### src/rtl/divmod_pkg.sv
// Shared types and constants for the iterative restoring divider.
package divmod_pkg;

  typedef enum logic [2:0] {
    ST_IDLE = 3'd0,
    ST_PREP = 3'd1,
    ST_RUN  = 3'd2,
    ST_FIX  = 3'd3,
    ST_DONE = 3'd4
  } state_t;

  localparam int MODE_REM    = 0;
  localparam int MODE_SIGNED = 1;

  // Counter must hold WIDTH-1 down to 0.
  function automatic int cnt_width(input int width);
    return (width > 1) ? $clog2(width) : 1;
  endfunction

endpackage

### src/rtl/divmod_iter_core_step.sv
// One restoring shift-subtract step: shift the next dividend bit into the
// partial remainder and subtract the divisor magnitude when it fits.
module divmod_iter_core_step #(
  parameter int WIDTH = 16
) (
  input  logic [WIDTH-1:0] rem_i,
  input  logic [WIDTH-1:0] quo_i,
  input  logic [WIDTH-1:0] dsr_i,
  output logic [WIDTH-1:0] rem_o,
  output logic [WIDTH-1:0] quo_o
);

  logic [WIDTH:0]   rem_sh;
  logic [WIDTH-1:0] diff;
  logic             fits;

  always_comb begin
    rem_sh = {rem_i, quo_i[WIDTH-1]};
    fits   = (rem_sh >= {1'b0, dsr_i});
    // Only meaningful when fits; the result is then below the divisor.
    diff   = rem_sh[WIDTH-1:0] - dsr_i;
    rem_o  = fits ? diff : rem_sh[WIDTH-1:0];
    quo_o  = {quo_i[WIDTH-2:0], fits};
  end

endmodule

### src/rtl/divmod_iter_core.sv
// Iterative radix-2 restoring divider, signed/unsigned, constant latency,
// with divide-by-zero flag and busy/valid handshake.
module divmod_iter_core
  import divmod_pkg::*;
#(
  parameter int WIDTH     = 16,
  parameter bit SIGNED_EN = 1'b1
) (
  input  logic             clk,
  input  logic             reset,
  input  logic [WIDTH-1:0] dividend,
  input  logic [WIDTH-1:0] divisor,
  input  logic [1:0]       mode,
  input  logic             valid_input,
  output logic             busy,
  output logic             valid_output,
  output logic [WIDTH-1:0] final_output,
  output logic             div_by_zero
);

  localparam int CW = cnt_width(WIDTH);

  state_t           state_q, state_d;
  logic [CW-1:0]    cnt_q, cnt_d;
  logic [WIDTH-1:0] dvd_q, dvd_d;
  logic [WIDTH-1:0] dsr_q, dsr_d;
  logic [1:0]       mode_q, mode_d;
  logic [WIDTH-1:0] quo_q, quo_d;
  logic [WIDTH-1:0] rem_q, rem_d;
  logic             q_neg_q, q_neg_d;
  logic             r_neg_q, r_neg_d;
  logic             dz_q, dz_d;
  logic             busy_q, busy_d;
  logic             valid_output_q, valid_output_d;
  logic [WIDTH-1:0] final_output_q, final_output_d;
  logic             div_by_zero_q, div_by_zero_d;

  logic [WIDTH-1:0] step_rem, step_quo;
  logic             sgn, a_neg, b_neg;
  logic [WIDTH-1:0] q_fix, r_fix;

  function automatic logic [WIDTH-1:0] negate(input logic [WIDTH-1:0] x);
    return ~x + {{(WIDTH-1){1'b0}}, 1'b1};
  endfunction

  divmod_iter_core_step #(.WIDTH(WIDTH)) u_step (
    .rem_i (rem_q),
    .quo_i (quo_q),
    .dsr_i (dsr_q),
    .rem_o (step_rem),
    .quo_o (step_quo)
  );

  always_comb begin
    state_d        = state_q;
    cnt_d          = cnt_q;
    dvd_d          = dvd_q;
    dsr_d          = dsr_q;
    mode_d         = mode_q;
    quo_d          = quo_q;
    rem_d          = rem_q;
    q_neg_d        = q_neg_q;
    r_neg_d        = r_neg_q;
    dz_d           = dz_q;
    valid_output_d = 1'b0;
    final_output_d = final_output_q;
    div_by_zero_d  = div_by_zero_q;
    sgn            = SIGNED_EN && mode_q[MODE_SIGNED];
    a_neg          = sgn & dvd_q[WIDTH-1];
    b_neg          = sgn & dsr_q[WIDTH-1];
    q_fix          = q_neg_q ? negate(quo_q) : quo_q;
    r_fix          = r_neg_q ? negate(rem_q) : rem_q;

    case (state_q)
      ST_IDLE: begin
        if (valid_input) begin
          dvd_d   = dividend;
          dsr_d   = divisor;
          mode_d  = mode;
          state_d = ST_PREP;
        end
      end
      ST_PREP: begin
        quo_d   = a_neg ? negate(dvd_q) : dvd_q;
        dsr_d   = b_neg ? negate(dsr_q) : dsr_q;
        rem_d   = '0;
        q_neg_d = a_neg ^ b_neg;
        r_neg_d = a_neg;
        dz_d    = (dsr_q == '0);
        cnt_d   = CW'(WIDTH - 1);
        state_d = ST_RUN;
      end
      ST_RUN: begin
        quo_d = step_quo;
        rem_d = step_rem;
        if (cnt_q == '0) state_d = ST_FIX;
        else             cnt_d   = cnt_q - 1'b1;
      end
      ST_FIX: begin
        // Zero divisor overrides whatever the iteration left behind.
        if (dz_q) begin
          q_fix = '1;
          r_fix = dvd_q;
        end
        quo_d   = mode_q[MODE_REM] ? r_fix : q_fix;
        state_d = ST_DONE;
      end
      ST_DONE: begin
        final_output_d = quo_q;
        div_by_zero_d  = dz_q;
        valid_output_d = 1'b1;
        state_d        = ST_IDLE;
      end
      default: state_d = ST_IDLE;
    endcase

    // Busy stays up through the valid_output cycle that follows DONE.
    busy_d = (state_d != ST_IDLE) || (state_q == ST_DONE);
  end

  always_ff @(posedge clk or posedge reset) begin
    if (reset) begin
      state_q        <= ST_IDLE;
      cnt_q          <= '0;
      dvd_q          <= '0;
      dsr_q          <= '0;
      mode_q         <= '0;
      quo_q          <= '0;
      rem_q          <= '0;
      q_neg_q        <= 1'b0;
      r_neg_q        <= 1'b0;
      dz_q           <= 1'b0;
      busy_q         <= 1'b0;
      valid_output_q <= 1'b0;
      final_output_q <= '0;
      div_by_zero_q  <= 1'b0;
    end else begin
      state_q        <= state_d;
      cnt_q          <= cnt_d;
      dvd_q          <= dvd_d;
      dsr_q          <= dsr_d;
      mode_q         <= mode_d;
      quo_q          <= quo_d;
      rem_q          <= rem_d;
      q_neg_q        <= q_neg_d;
      r_neg_q        <= r_neg_d;
      dz_q           <= dz_d;
      busy_q         <= busy_d;
      valid_output_q <= valid_output_d;
      final_output_q <= final_output_d;
      div_by_zero_q  <= div_by_zero_d;
    end
  end

  assign busy         = busy_q;
  assign valid_output = valid_output_q;
  assign final_output = final_output_q;
  assign div_by_zero  = div_by_zero_q;

endmodule

### config.mk
export PLATFORM = sky130hd
export DESIGN_NAME = divmod_iter_core
export DESIGN_NICKNAME = d
export VERILOG_FILES = /design/src/rtl/divmod_pkg.sv /design/src/rtl/divmod_iter_core_step.sv /design/src/rtl/divmod_iter_core.sv
export SDC_FILE = /design/constraint.sdc
export NUM_CORES = 1
export LEC_CHECK = 0
export ABC_AREA = 1
export BUFFER_PORTS_ARGS = -buffer_cell sky130_fd_sc_hd__buf_2
export CAP_MARGIN = 10
export CORE_ASPECT_RATIO = 1.5
export CORE_MARGIN = 5
export CORE_UTILIZATION = 55
export CTS_CLUSTER_SIZE = 14
export DETAILED_ROUTE_END_ITERATION = 6
export PLACE_DENSITY_LB_ADDON = 0.1
export SLEW_MARGIN = 5
export SYNTH_ARGS = -nofsm -noshare
export SYNTH_HDL_FRONTEND = slang
export SYNTH_SLANG_ARGS = --single-unit
### constraint.sdc
create_clock -name clk -period 3.1 [get_ports clk]
set_input_delay 0 -clock clk [delete_from_list [all_inputs] [get_ports clk]]
set_output_delay 0 -clock clk [all_outputs]
set_load 0.02 [all_outputs]
-- Word-level counts from Yosys, hierarchy flattened
Index checks and enable logic that the tools add are counted.
Widths: inputs -> output; s select.
- input bits: 37
- logic and storage cells: 66
- flip-flop bits (word level): 95
- magnitude comparators: 1
- multiplexer cells: 18
- reduce and logical (&&, ||, !) cells: 12
- eq/ne operators: 8
- add/subtract/negate cells: 6
- bitwise logic cells: 7
- operators with widths (operator ; number):
    $mux 16 ; 9
    $add 16x1->16 const B ; 4
    $not 16->16 ; 4
    $pmux 16 s2 ; 2
    $pmux 16 s3 ; 1
    $ge 17x16->1 ; 1
    $logic_not 16->1 ; 1
    $sub 16x16->16 ; 1
    $pmux 3 s4 ; 1
    $pmux 4 s2 ; 1
    $eq 3x2->1 const B ; 2
    $mux 3 ; 2
    $ne 2x2->1 const B ; 3
    $reduce_and 2->1 ; 3
    $reduce_bool 3->1 ; 2
    $logic_not 4->1 ; 1
    $mux 4 ; 1
    $ne 4x4->1 const B ; 1
    $reduce_bool 2->1 ; 2
    $sub 4x1->4 const B ; 1
    $eq 3x1->1 const B ; 1
    $eq 3x3->1 const B ; 1
    $logic_not 3->1 ; 1
    $reduce_and 3->1 ; 1
    4 further kinds ; 5

-- Longest topological paths before layout
- depth after elaboration: 6
- mapped depth: 15

-- By module
Synthesis repeated with hierarchy kept, for this count alone.
- cells, all modules: 1102
- area, all modules: 7264.5 um^2
- by module, submodules not included (module ; instances ; cells each ; area each (um^2)):
    divmod_iter_core ; 1 ; 817 ; 5789.3
    divmod_iter_core_step ; 1 ; 285 ; 1475.2

-- Worst setup path before layout
No wires, ideal clock.
- path type: register to register
- start: reg dsr_q[4]
- end: reg rem_q[6]
- library setup time: 0.117 ns
- arrival time: 1.820 ns
- data required time: 2.983 ns
- cell stages (with the launch flop): 15
- path buffers: 1
- setup slack: 1.162 ns
- clock period less this slack: 1.938 ns
- cells stage by stage: dfrtp_1 -> clkinv_1 -> ha_1 -> nand2_1 -> inv_2 -> nand2_1 -> nor2_2 -> nand2_1 -> o21ai_2 -> nor2_4 -> nand2_4 -> buf_8 -> nand2_1 -> nand3_1 -> nand2_1
- cells in the longest elaborated chain, start to end: 3
- elaborated cells between the ends (all ways): 4
- those cells by class: 1 x add/sub; 1 x order compare; 2 x mux
- ends and longest elaborated chain (what ; RTL line ; source):
    from (decl) ; divmod_iter_core.sv:26 ; logic [WIDTH-1:0] dsr_q, dsr_d;
    from (signal assigned) ; divmod_iter_core.sv:141 ; dsr_q <= dsr_d;
    $sub 16x16->16 or $ge 17x16->1 (tied branches) ; divmod_iter_core_step.sv:21, divmod_iter_core_step.sv:19 ;
    $mux 16 * ; divmod_iter_core_step.sv:22 ; rem_o = fits ? diff : rem_sh[WIDTH-1:0];
    $pmux 16 s2 * ; divmod_iter_core.sv:74 ; case (state_q)
    to (signal assigned) ; divmod_iter_core.sv:144 ; rem_q <= rem_d;
    to (decl) ; divmod_iter_core.sv:29 ; logic [WIDTH-1:0] rem_q, rem_d;
Mark *: on every way between the ends. The rest lies on a longest branch, timed or not.
A chain may end at the register's enable or synchronous reset.

-- Worst setup path in the final report
- start: reg state_q[2]
- end: reg quo_q[10]
- cells in the longest elaborated chain, start to end: 3
- elaborated cells between the ends (all ways): 7
- those cells by class: 4 x eq/ne; 1 x mux; 2 x reduce/logical
- ends and longest elaborated chain (what ; RTL line ; source):
    from (decl) ; divmod_iter_core.sv:23 ; state_t state_q, state_d;
    from (signal assigned) ; divmod_iter_core.sv:138 ; state_q <= state_d;
    $eq 3x2->1 or $eq 3x1->1 (tied branches) ; divmod_iter_core.sv:74 ;
    $ne 4x4->1 (no source line) or $reduce_bool 3->1 (tied branches) ; - ;
    $reduce_and 2->1 (no source line) ; - ;
    to (signal assigned) ; divmod_iter_core.sv:143 ; quo_q <= quo_d;
    to (decl) ; divmod_iter_core.sv:28 ; logic [WIDTH-1:0] quo_q, quo_d;
Several ways; a longest one is shown, not always the timed one.

==> summary.md <==
| Metric | Value |
|---|---|
| CTS clk-pin slew, worst paths | `~0.070 ns` |
| Most numerous cell in the Yosys netlist | `nand2_1` |
| H-tree Lvls | `3` |
| Yosys top cell by area | `dfrtp_1` |
| Syn avg cell area | `between 6 and 7 µm²` |
| Die width | `101 µm` |
| Crit-path max FO | `23` |
| First-pass DRT Iterations | `7` |
| Cts repair resizes | `0` |
| Yosys warning total | `0` |
| Initial drt markers | `approximately 440` |
| Largest family of logic cells by synthesized area | `simple AND/OR/NAND/NOR gates` |
| Clk sinks | `95` |
| Top post-synthesis cells by area | `dfrtp_1, nand2_1, nand3_1, inv_1, o21ai_0` |
| GR Overflow Total | `0` |
| Syn nets | `approximately 1100` |
| Synth Area in Adders | `0.0411` |
| Largest net degree at the start of global routing | `59` |
| Worst IR Drop VDD | `0.690 mV` |
| Setup TNS | `0 ns` |
| Number of synthesized flops with an enable pin | `0` |
| Rel. slew slack | `0.333` |
| PortBufs | `55` |
| Post-CTS Setup Repair Bufs | `0` |
| Mapped Cells | `about 1100` |
| Unique masters post-synth | `43` |
| Avg WL per Cell | `about 17 µm` |
| Via count | `slightly above 7000` |
| Static leakage | `a little over 0.004 µW` |
| Die Span Y | `147 µm` |
| Deepest clock path buffer count | `2` |
| Initial antenna violation count | `0` |
| CP Class | `reg -> reg` |
| Placement row count | `50` |
| Clk_lat worst skew | `roughly 0.36 ns` |
| Post-DP HPWL | `around 16 mm` |
| Mapped Area | `between 0.006 and 0.007 mm²` |
| Worst-Margin Slew | `about 1 ns` |
| Ant diodes | `0` |
| Clock skew | `roughly 0.006 ns` |
| Initial Utilization | `0.555` |
| Startpoint Class | `flip-flop` |
| Antenna Nets Post-Route | `0` |
| Worst min path class | `in -> reg` |
| FF+latch count, synth | `95` |
| Drt total wl | `around 22 mm` |
| DP Cell Count | `between 1000 and 1500` |
| CP Capture Type | `flip-flop` |
| Fin crit period | `2.49 ns` |
| Final hold slack | `around 0.0025 ns` |
| Most used DFF post-synth | `dfrtp_1` |
| Mux cell area share after synthesis | `0` |
| Synth-to-layout area growth | `15.2%` |
| CTS buffer count | `9` |
| DRC | `0` |
| RSZ-0062 raised after global routing | `false` |
| Die ar. | `between 0.01 and 0.015 mm²` |
| Yosys top cell area share | `0.346` |
| RePlAce Congestion | `between 0.9 and 1` |
| Compound-Gate Fraction of Synth Area | `0.155` |
| Total GRT Usage | `0.295` |
| Vias in the first global route | `around 6900` |
| Simple-gate portion of the synthesized area | `0.346` |
| Post-DR vias/cell | `between 5 and 6` |
| Root Driver | `clkbuf_16` |
| Run status | `completed` |
| Xor/xnor cell area share of the yosys netlist | `0.0140` |
| Synth async-reset ratio | `1.00` |
| Floorplan core area | `roughly 0.012 mm²` |
| Final hold viol count | `0` |
| Synth top cells by count | `nand2_1, inv_1, nand3_1` |
| Pins Over Slew Limit | `0` |
| Final cell count without fillers | `roughly 1300` |
| IO Pins | `56` |
| Final period utilization | `0.802` |
| CTS tree | `done` |
| Seq/Total Area, Yosys | `0.346` |
| Arr. time, crit path | `2.77 ns` |
| FILL cells | `around 1200` |
| Share of post-route cells with drive strength above 1 | `0.0884` |
| First-pass GRT wire length | `around 35 mm` |
| Setup violators final | `0` |
| Fin nets | `1196` |
| Fmax | `roughly 400 MHz` |
| PwrDens | `about 1200 mW/mm²` |
| Req. time, crit path | `around 3.4 ns` |
| Hold_buf cts | `34` |
| Max_cap viols | `0` |
metrics by stage:
stage | power (µW) | utilization | cell area (µm²) | setup WS [ns]
2_1_floorplan | 6530 | - | 6880 | 0.623
3_3_place_gp | 8020 | 0.587 | 7270 | 0.688
3_5_place_dp | 8080 | 0.587 | 7270 | 0.689
4_1_cts | 9300 | 0.640 | 7920 | 0.672
5_1_grt | 10200 | 0.640 | 7920 | 0.512
6_report | 9370 | 0.640 | 7920 | 0.613
final cells by class:
class                      instances  area (µm²)  area share
multi-input combinational        792        3830       0.484
sequential                        95        2380       0.300
timing repair buffer              97         676      0.0853
inverter                         142         536      0.0676
clock buffer                      10         239      0.0302
tap                              156         195      0.0246
clock inverter                     6        68.8     0.00869
per-layer routing:
layer / part of all wire / vias up / GRT usage
li1: - / 3608 / -
met1: 0.37 / 3291 / 0.320
met2: 0.52 / 264 / 0.523
met3: 0.042 / 93 / 0.0314
met4: 0.076 / 0 / 0.204
met5: 0 / - / 0
sequential cells by signal, indices dropped and copies added, names as in the netlist, 2 cells and up:
register and flops:
quo_q 16, dvd_q 16, dsr_q 16, mode_q 2, cnt_q 4, final_output 16, rem_q 16, state_q 3
cell families (layout without fill, tap and decap cells):
logic type | after synthesis | after routing
adders and majority gates | 22 | 22
buffers and inverters | 172 | 255
AOI/OAI and AO/OA | 197 | 197
and+or+nand+nor | 562 | 562
DFF | 95 | 95
xor gates and xnor gates | 11 | 11
worst max-delay path: stages (launching register included):
cell	delay (ns)
dfrtp_1	0.40
inv_2	0.09
nand2_2	0.20
inv_1	0.20
nand2_1	0.32
inv_1	0.72
a21oi_1	0.15
o21ai_0	0.12
inv_1	0.07
a21oi_1	0.13
cells in the final DEF (no fill, tap or decap), types with 2 or more instances in the layout:
cell and n:
nand4_1 11, clkbuf_16 9, ha_1 21, nor3_1 9
o211ai_1 10, nand3b_1 5, o21ai_1 3, nand2_1 305
clkinv_1 3, o22ai_1 3, buf_2 55, inv_2 6
and2_1 2, xor2_1 3, dlygate4sd3_1 34, buf_4 8
dfrtp_1 95, a31oi_1 10, clkinv_4 2, nand3_1 110
nand2_2 4, nor2_4 2, o21bai_1 3, nor2_2 2
nor2_1 105, inv_1 132, a22oi_1 5, xnor2_1 8
a21oi_1 62, o21ai_0 95
where the power goes:
group          leakage [µW]  internal, µW  switching (µW)
clock network      0.000149           652             518
registers           0.00116          1820             630
logic               0.00277          1870            3880
total               0.00408          4350            5020
worst paths after layout:
kind | start | endpoint | slack (ns) | cells after the start
worst max-delay path | state_q[2]$_DFF_PP0_ | quo_q[10]$_DFFE_PP0P_ | 0.61 | 9
worst min-delay path | divisor[6] | dsr_q[6]$_DFFE_PP0P_ | 0.002 | 3
worst max register to register | state_q[2]$_DFF_PP0_ | quo_q[10]$_DFFE_PP0P_ | 0.61 | 9
worst min register to register | final_output[7]$_DFFE_PP0P_ | final_output[7]$_DFFE_PP0P_ | 0.48 | 2
max in group asynchronous | reset | rem_q[0]$_DFFE_PP0P_ | 2.01 | 4
min in group asynchronous | reset | dvd_q[6]$_DFFE_PP0P_ | 0.32 | 3
Note: power is estimated with default switching activity, not from simulation.
